### config.mk
export PLATFORM = sky130hd
export DESIGN_NAME = dda_sched
export DESIGN_NICKNAME = d
export VERILOG_FILES = /design/src/rtl/dda_pkg.sv /design/src/rtl/cmd_fifo.sv /design/src/rtl/dda_sched.sv
export SDC_FILE = /design/constraint.sdc
export NUM_CORES = 1
export LEC_CHECK = 0
export ABC_AREA = 0
export BUFFER_PORTS_ARGS = -buffer_cell sky130_fd_sc_hd__buf_2
export CAP_MARGIN = 20
export CORE_AREA = 4 4 146 253
export DETAILED_ROUTE_END_ITERATION = 10
export DIE_AREA = 0 0 150 257
export GPL_TIMING_DRIVEN = 0
export MAX_ROUTING_LAYER = met4
export PLACE_DENSITY = 0.58
export SETUP_SLACK_MARGIN = 0.4
export SLEW_MARGIN = 5
export SYNTH_ARGS = -nofsm -noshare
export SYNTH_HDL_FRONTEND = slang
export SYNTH_SLANG_ARGS = --single-unit
### constraint.sdc
create_clock -name clk -period 2.9 [get_ports clk]
set_input_delay 0.29 -clock clk [delete_from_list [all_inputs] [get_ports clk]]
set_output_delay 0.29 -clock clk [all_outputs]
set_load 0.02 [all_outputs]
### src/rtl/dda_pkg.sv
// Shared definitions for the DDA command scheduler: state encoding,
// command field layout and the default control period.
package dda_pkg;

    localparam int unsigned CMD_W      = 16;
    localparam int unsigned DIR_BIT    = 15;
    localparam int unsigned N_MSB      = 11;
    localparam int unsigned DEF_PERIOD = 50000;

    localparam logic [1:0] ST_IDLE = 2'd0;
    localparam logic [1:0] ST_FILL = 2'd1;
    localparam logic [1:0] ST_LOAD = 2'd2;
    localparam logic [1:0] ST_RUN  = 2'd3;

    // Field view of one DDA command word; bits 14:12 are reserved pass-through.
    typedef struct packed {
        logic                dir;
        logic [2:0]          rsvd;
        logic [N_MSB:0]      n;
    } dda_cmd_t;

endpackage

### src/rtl/cmd_fifo.sv
// Per-axis command FIFO with show-ahead read port, flush, and
// registered full/empty flags.
module cmd_fifo #(
    parameter int unsigned DEPTH = 4,
    parameter int unsigned W     = 16
) (
    input  logic         clk,
    input  logic         rst_n,
    input  logic         flush,
    input  logic         push,
    input  logic         pop,
    input  logic [W-1:0] wdata,
    output logic [W-1:0] rdata_c,
    output logic         full,
    output logic         empty
);

    localparam int unsigned AW = (DEPTH > 1) ? $clog2(DEPTH) : 1;
    localparam int unsigned CW = $clog2(DEPTH + 1);

    logic [W-1:0]  mem [DEPTH];
    logic [AW-1:0] wr_ptr;
    logic [AW-1:0] rd_ptr;
    logic [CW-1:0] count;
    logic [CW-1:0] count_d;
    logic          push_ok;
    logic          pop_ok;

    // A write into a full FIFO is dropped even if a pop happens that cycle.
    assign push_ok = push & ~full;
    assign pop_ok  = pop & ~empty;
    assign rdata_c = mem[rd_ptr];

    always_comb begin : count_next
        count_d = count;
        if (flush) begin
            count_d = '0;
        end else if (push_ok && !pop_ok) begin
            count_d = count + CW'(1);
        end else if (pop_ok && !push_ok) begin
            count_d = count - CW'(1);
        end
    end

    always_ff @(posedge clk or negedge rst_n) begin : ctrl_regs
        if (!rst_n) begin
            wr_ptr <= '0;
            rd_ptr <= '0;
            count  <= '0;
            full   <= 1'b0;
            empty  <= 1'b1;
        end else begin
            if (flush) begin
                wr_ptr <= '0;
                rd_ptr <= '0;
            end else begin
                if (push_ok) wr_ptr <= wr_ptr + AW'(1);
                if (pop_ok)  rd_ptr <= rd_ptr + AW'(1);
            end
            count <= count_d;
            full  <= (count_d == CW'(DEPTH));
            empty <= (count_d == '0);
        end
    end

    always_ff @(posedge clk) begin : storage
        if (push_ok && !flush) begin
            mem[wr_ptr] <= wdata;
        end
    end

endmodule

### src/rtl/dda_sched.sv
// Periodic scheduler feeding NAXIS DDA channels from per-axis command
// FIFOs: loads all axes together once per control period.
module dda_sched
    import dda_pkg::*;
#(
    parameter int unsigned NAXIS  = 3,
    parameter int unsigned DEPTH  = 4,
    parameter int unsigned PERIOD = DEF_PERIOD
) (
    input  logic                   clk,
    input  logic                   rst_n,
    input  logic                   enable,
    input  logic                   host_we,
    input  logic [1:0]             host_addr,
    input  logic [15:0]            host_data,
    input  logic                   clr_err,
    input  logic [NAXIS-1:0]       dda_busy,
    output logic [16*NAXIS-1:0]    dda_n,
    output logic [NAXIS-1:0]       dda_wr,
    output logic [NAXIS-1:0]       fifo_full,
    output logic                   tick,
    output logic                   underrun,
    output logic                   overrun,
    output logic [1:0]             state_o
);

    localparam int unsigned TW = $clog2(PERIOD + 1);

    logic [1:0]             state;
    logic [1:0]             state_d;
    logic [TW-1:0]          timer;
    logic [TW-1:0]          timer_d;
    logic [TW-1:0]          timer_inc;
    logic [16*NAXIS-1:0]    dda_n_d;
    logic [NAXIS-1:0]       dda_wr_d;
    logic                   tick_d;
    logic                   und_set;
    logic                   ovr_set;

    logic [CMD_W*NAXIS-1:0] heads;
    logic [NAXIS-1:0]       empty;
    logic [NAXIS-1:0]       push;
    logic                   flush_c;
    logic                   pop_c;
    logic                   all_ready;
    logic                   period_end;

    assign flush_c    = !enable || (state == ST_IDLE);
    assign pop_c      = (state == ST_LOAD);
    assign all_ready  = ~|empty;
    assign period_end = (timer == TW'(PERIOD - 1));
    assign timer_inc  = period_end ? '0 : timer + TW'(1);
    assign state_o    = state;

    // Axis FIFOs; addresses at or above NAXIS match no axis and are ignored.
    for (genvar i = 0; i < NAXIS; i++) begin : g_axis
        assign push[i] = host_we && (host_addr == 2'(i));

        cmd_fifo #(
            .DEPTH (DEPTH),
            .W     (CMD_W)
        ) u_fifo (
            .clk     (clk),
            .rst_n   (rst_n),
            .flush   (flush_c),
            .push    (push[i]),
            .pop     (pop_c),
            .wdata   (host_data),
            .rdata_c (heads[i*CMD_W +: CMD_W]),
            .full    (fifo_full[i]),
            .empty   (empty[i])
        );
    end

    // Next-state, timer and strobe decode.
    always_comb begin : next_state
        state_d  = state;
        timer_d  = timer;
        dda_n_d  = dda_n;
        dda_wr_d = '0;
        und_set  = 1'b0;
        ovr_set  = 1'b0;

        case (state)
            ST_IDLE: begin
                timer_d = '0;
                if (enable) state_d = ST_FILL;
            end
            ST_FILL: begin
                timer_d = '0;
                if (all_ready) begin
                    state_d  = ST_LOAD;
                    dda_n_d  = heads;
                    dda_wr_d = '1;
                end
            end
            ST_LOAD: begin
                timer_d = timer_inc;
                state_d = ST_RUN;
            end
            default: begin
                timer_d = timer_inc;
                if (period_end) begin
                    ovr_set = |dda_busy;
                    if (all_ready) begin
                        state_d  = ST_LOAD;
                        dda_n_d  = heads;
                        dda_wr_d = '1;
                    end else begin
                        und_set  = 1'b1;
                        state_d  = ST_FILL;
                        dda_n_d  = '0;
                        dda_wr_d = '1;
                    end
                end
            end
        endcase

        // Disabling stops any moving axis with a zero command.
        if (!enable) begin
            state_d = ST_IDLE;
            timer_d = '0;
            if (state == ST_LOAD || state == ST_RUN) begin
                dda_n_d  = '0;
                dda_wr_d = '1;
            end else begin
                dda_n_d  = dda_n;
                dda_wr_d = '0;
            end
        end

        tick_d = ((state_d == ST_LOAD) || (state_d == ST_RUN)) &&
                 (timer_d == TW'(PERIOD - 1));
    end

    always_ff @(posedge clk or negedge rst_n) begin : regs
        if (!rst_n) begin
            state    <= ST_IDLE;
            timer    <= '0;
            dda_n    <= '0;
            dda_wr   <= '0;
            tick     <= 1'b0;
            underrun <= 1'b0;
            overrun  <= 1'b0;
        end else begin
            state    <= state_d;
            timer    <= timer_d;
            dda_n    <= dda_n_d;
            dda_wr   <= dda_wr_d;
            tick     <= tick_d;
            underrun <= und_set | (underrun & ~clr_err);
            overrun  <= ovr_set | (overrun & ~clr_err);
        end
    end

endmodule

Word level (Yosys, flattened, before mapping)
Memory sizes are Yosys's and may differ from the RTL's.
Cells that the tools add are included.
{ "classes": {"n_addsub": 13, "eq_ne": 15, "muxes": 51, "bitwise_logic": 17, "n_reduce_logical": 42} }
{ "op_table": {"columns": ["op", "count"], "rows": [
  ["$mux W48", 5],
  ["$pmux W48 S2", 1],
  ["$mux W16", 3],
  ["$mux W3", 13],
  ["$eq A16 B16 Y1 const B", 2],
  ["$mux W2", 16],
  ["$add A16 B1 Y16 const B", 1],
  ["$reduce_bool A2 Y1", 7],
  ["$logic_and A1 B1 Y1", 13],
  ["$add A2 B1 Y2 const B", 6],
  ["$mux W1", 11],
  ["$eq A2 B2 Y1 const B", 5],
  ["$add A3 B1 Y3 const B", 3],
  ["$eq A3 B3 Y1 const B", 3],
  ["$logic_not A3 Y1", 3],
  ["$reduce_or A3 Y1", 3],
  ["$sub A3 B1 Y3 const B", 3],
  ["$and A1 B1 Y1", 8],
  ["$logic_not A1 Y1", 8],
  ["$not A1 Y1", 7],
  ["$pmux W2 S3", 1],
  ["$pmux W3 S2", 1],
  ["$eq A2 B1 Y1 const B", 2],
  ["$logic_not A2 Y1", 2],
  ["7 further kinds", 11]
]} }
{ "word_totals": {"regBits": 99, "ram_bits": 192, "input_bits": 26, "out_inout_bits": 59, "mem_count": 3} }
{ "memory_table": {"columns": ["memory", "depth", "word_bits", "rd", "rd_ports_with_merged_regs", "write_ports", "line", "source"], "rows": [
  ["g_axis[0].u_fifo.mem", 4, 16, 1, 0, 1, "cmd_fifo.sv:21", "logic [W-1:0] mem [DEPTH];"],
  ["g_axis[1].u_fifo.mem", 4, 16, 1, 0, 1, "cmd_fifo.sv:21", null],
  ["g_axis[2].u_fifo.mem", 4, 16, 1, 0, 1, "cmd_fifo.sv:21", null]
]} }

Longest topological paths before layout
{ "depth": {"word_depth": 9, "ltp_mapped": 8, "mapped_depth_nobuf": 6} }

Hierarchy
From an unflattened synthesis, not the netlist that was laid out.
{ "hier_totals": {"hier_cells": 802, "area_unflattened_um2": 12059.1} }
{ "modules_own_cells": {"columns": ["module", "n_inst", "cells_each", "area_per_inst_um2", "seq_area_each_um2"], "rows": [
  ["dda_sched", 1, 349, 3211.8, 1751.7],
  ["cmd_fifo (g_axis[2].u_fifo)", 1, 151, 2955.3, 2148.3],
  ["cmd_fifo (g_axis[1].u_fifo)", 1, 151, 2949.1, 2148.3],
  ["cmd_fifo (g_axis[0].u_fifo)", 1, 151, 2942.8, 2148.3]
]} }

Worst setup path after synthesis
OpenSTA, ideal clock, no wires.
{ "synth_timing": {"path_kind": "reg-to-reg", "start": "reg g_axis[0].u_fifo.full", "end": "mem g_axis[0].u_fifo.mem[0][0] (enable)", "arrival_time_ns": 1.690, "setup_slack_ns": 0.836, "path_stages_with_launch": 4, "path_buffers": 0, "path_cell_list": "dfrtp_1 > or4b_2 > nor2_1 > and2_1"} }
{ "synth_between": {"elab_chain_len": 5} }
{ "synth_rtl": {"columns": ["item", "line", "source"], "rows": [
  ["start, declared", "cmd_fifo.sv:14", "output logic full,"],
  ["start signal, assigned", "cmd_fifo.sv:61", "full <= (count_d == CW'(DEPTH));"],
  ["$not A1 Y1", "cmd_fifo.sv:30", "assign push_ok = push & ~full;"],
  ["$and A1 B1 Y1", "cmd_fifo.sv:30", null],
  ["$logic_and A1 B1 Y1", "cmd_fifo.sv:67", "if (push_ok && !flush) begin"],
  ["$mux W1", "cmd_fifo.sv:67", null],
  ["$mux W1 (implied by the code)", "cmd_fifo.sv:68", "mem[wr_ptr] <= wdata;"],
  ["end, declared", "cmd_fifo.sv:21", null]
]} }
No other way between the ends.

Worst setup path after layout
{ "layout_timing": {"start": "reg timer[0]", "end": "reg dda_n[34]"} }
{ "layout_between": {"elab_chain_len": 3} }
{ "layout_rtl": {"columns": ["item", "line", "source"], "rows": [
  ["start, declared", "dda_sched.sv:31", "logic [TW-1:0] timer;"],
  ["start signal, assigned", "dda_sched.sv:147", "timer <= timer_d;"],
  ["$eq A16 B16 Y1", "dda_sched.sv:51", "assign period_end = (timer == TW'(PERIOD - 1));"],
  ["$ne A3 B1 Y1 (no source line)", null, null],
  ["$reduce_and A4 Y1 (no source line)", null, null],
  ["end signal, assigned", "dda_sched.sv:148", "dda_n <= dda_n_d;"],
  ["end, declared", "dda_sched.sv:18", "output logic [16*NAXIS-1:0] dda_n,"]
]} }
No other way between the ends.
A chain may end at the register's enable or synchronous reset.

==> results_dict.tcl <==
set metrics [dict create \
    status "complete, no violations" \
    ys_warn_count 0 \
    insertion_delay_ns 0.54 \
    startpoint "timer[0]" \
    grt_pass1_vias 6636 \
    setup_viol 0 \
    cp-end-kind "flop" \
    cp.depth 7 \
    syn-num-nets 763 \
    vias_per_cell 4.689 \
    routed-via-count 6204 \
    hold_violations 0 \
    wl_met3_um 947 \
    dieArea_sq_um 38550 \
    globalRoute.totalOverflow 0 \
    endpoint "dda_n[34]" \
    nFillCells 3287 \
    final_cell_mix "edfxtp_1 (192), buf_2 (101), dfrtp_1 (94), mux4_2 (48), mux2_2 (39)" \
    finClkSkew_ns 0.01455 \
    yosys_most_used_dff "edfxtp_1" \
    htree_levels 1 \
    ys_types 64 \
    powerDensity_nw_per_um2 585.2 \
    cts.root.buffer_cell "clkbuf_16" \
    synth-edff-count 192 \
    r2r_start "timer[0]" \
    wl_mm 24.99 \
    drv_slew 0 \
    finalCritPeriodShare_pct 84.00 \
    worstSetupPathType "reg2reg" \
    placed_area_sq_um 13080 \
    min-delay-path-class "in2reg" \
    min_period_ns 2.436 \
    cp_num_buf_inv 1 \
    setup_ws_ns 0.4639 \
    critPathArrivalTime_ns 2.86 \
    top_layer "met4" \
    row_count 91 \
    gp_congestion 0.8136 \
    reg2reg_to "dda_n[34]" \
    ant_nets 0 \
    track_usage_pct 13.54 \
    initial_utilization_pct 34.35 \
    dieHeight_um 257 \
    coreArea_sq_um 35070 \
    antenna_found_initial 2 \
    ys_seq_area_share_pct 68.05 \
    r2r_cells 7 \
    ff2ff_setup_slack_ns 0.46 \
    grt_max_degree 51 \
    die_w_um 150 \
    fin_nets 880 \
    drt_iter0_markers 248 \
    worstMarginPinSlew_ns 0.9137 \
    ios 85 \
    cts_setup_buffers 0 \
    ir_drop_uv 393.8 \
    area_growth_pct 16.32 \
    worst_ep_required_time_ns 3.32 \
    crit_fanout 10 \
    max-cap-violations 0 \
    clkTransAtPathRegs_ns 0.06 \
    drive_gt1_share_pct 33.29 \
    critPathSlowestCell "dfrtp_1" \
    synth_top_area_share_pct 47.87 \
    dp_hpwl_mm 17.04 \
    first_pass_iters 5 \
    wl_per_cell_um 18.89 \
    route.met2.wl_mm 14.31 \
    p_leak_nw 5.333 \
    crit_chain "ha_1 -> and3_4 -> nand4_2 -> nor2_4 -> a31oi_2 -> buf_2 -> mux2_2" \
    rsz0062_at_grt "yes" \
    drc 0 \
    clk_path_buf_depth 3 \
    fin_area_sq_um 14010 \
    netlist_top_cells_area "edfxtp_1 (48%), dfrtp_1 (20%), mux4_2 (9.0%)" \
    crit_path_start_kind "flop" \
    io_buffers 83 \
    setup_tns_ns 0 \
    numCtsBuffers 27 \
    grt_first_pass_wirelength_mm 38.76 \
    avgSynthCellArea_sq_um 16.78 \
    pre_cts_ws_ns 0.05991 \
    yosysTopAreaCell "edfxtp_1" \
    crit_family "flip-flops" \
    syn_area_sq_um 12050 \
    relSlewSlack_pct 39.09 \
    met1_length_mm 9.174 \
    crit_path_max_incr_delay_ns 0.45 \
    clock_sinks 289 \
    layout_commonest_cell "edfxtp_1" \
    fmax_mhz 410.5 \
    ys_seq_elements 289 \
    async_flop_share_pct 33.56 \
    cts_tree "done" \
    netlist_instances 718 \
]
area by class of cell:
| cell class | count | area (sq um) | area share (%) |
|---|---|---|---|
| inverter | 19 | 71.32 | 0.5090 |
| timing repair buffer | 88 | 489.2 | 3.492 |
| tap | 465 | 581.8 | 4.153 |
| antenna | 2 | 5.005 | 0.03572 |
| clock buffer | 32 | 724.4 | 5.171 |
| clock inverter | 18 | 152.6 | 1.089 |
| buffer | 42 | 231.5 | 1.652 |
| multi-input combinational | 368 | 3558 | 25.40 |
| sequential | 289 | 8197 | 58.50 |
logic make-up (layout without fill, tap and decap cells):
logic type | after synthesis | count (layout) | synth area share [%]
buffers and inverters | 61 | 199 | 2.483
XOR/XNOR | 30 | 30 | 2.181
AND/OR/NAND/NOR | 188 | 188 | 9.640
AO/OA/AOI/OAI | 34 | 34 | 1.849
other | 0 | 2 | 0
flip-flops | 289 | 289 | 68.05
multiplexers | 97 | 97 | 13.83
adder cells (fa/ha/maj) | 19 | 19 | 1.974
state kept, by name, summed over array words and instances, names as in the netlist, 2 cells and up:
| signal | count |
|---|---|
| g_axis.u_fifo.mem | 192 |
| dda_n | 48 |
| timer | 16 |
| g_axis.u_fifo.count | 9 |
| g_axis.u_fifo.rd_ptr | 6 |
| g_axis.u_fifo.wr_ptr | 6 |
| g_axis.u_fifo.empty | 3 |
| g_axis.u_fifo.full | 3 |
| state_o | 2 |
metrics by stage:
stage | utilization [%] | power [mW] | instances | hold WS, ns
detailed placement | 37.29 | 4.775 | 1267 | 0.2737
global placement | 37.19 | 4.764 | 1266 | 0.4864
global route | 39.95 | 8.501 | 1323 | 0.09707
finish | 39.95 | 8.199 | 1323 | 0.1154
CTS | 39.92 | 8.331 | 1321 | 0.08134
floorplan | - | 4.625 | 718 | -0.005591
power breakdown:
part           internal, mW  switching (mW)  total, mW
Combinational        0.0732           0.166      0.239
Clock                  1.97            1.54       3.52
Sequential             4.43          0.0127       4.44
Total                  6.48            1.72       8.20
Yosys cell counts, types with 6 or more instances:
cell type / number
and2_1: 12
nor2b_1: 38
clkbuf_1: 13
nand4_1: 6
xnor2_1: 19
buf_2: 19
nor2_1: 38
dfrtp_1: 94
mux2_2: 39
mux4_2: 48
inv_1: 19
buf_4: 6
nand2_1: 27
mux2_4: 9
nand3_1: 11
xor2_1: 11
edfxtp_1: 192
a21oi_1: 9
and2b_1: 11
ha_1: 19
metal layers:
layer | vias to the layer above | GRT usage, %
li1 | 2907 | -
met1 | 3150 | 14.62
met2 | 118 | 25.28
met3 | 29 | 1.868
met4 | 0 | 4.224
met5 | - | -
worst min path at each step:
stage,to,from,depth (start not counted)
floorplan,dda_n[0],rst_n,0
global placement,dda_n[44],dda_n[44],1
detailed placement,dda_n[22],rst_n,1
CTS,state_o[0],enable,2
global route,g_axis[0].u_fifo.mem[3][15],host_data[15],1
finish,state_o[0],enable,2
repair_timing:
| item | 4_1_cts | 5_1_grt |
|---|---|---|
| resized for setup | 3 | 6 |
| hold buffers | 4 | 0 |
| endpoints found under the hold margin | 46 | 0 |
| pin swaps | 0 | 0 |
| setup endpoints to repair | 55 | 66 |
No activity file was read; power rests on OpenSTA's default activity.
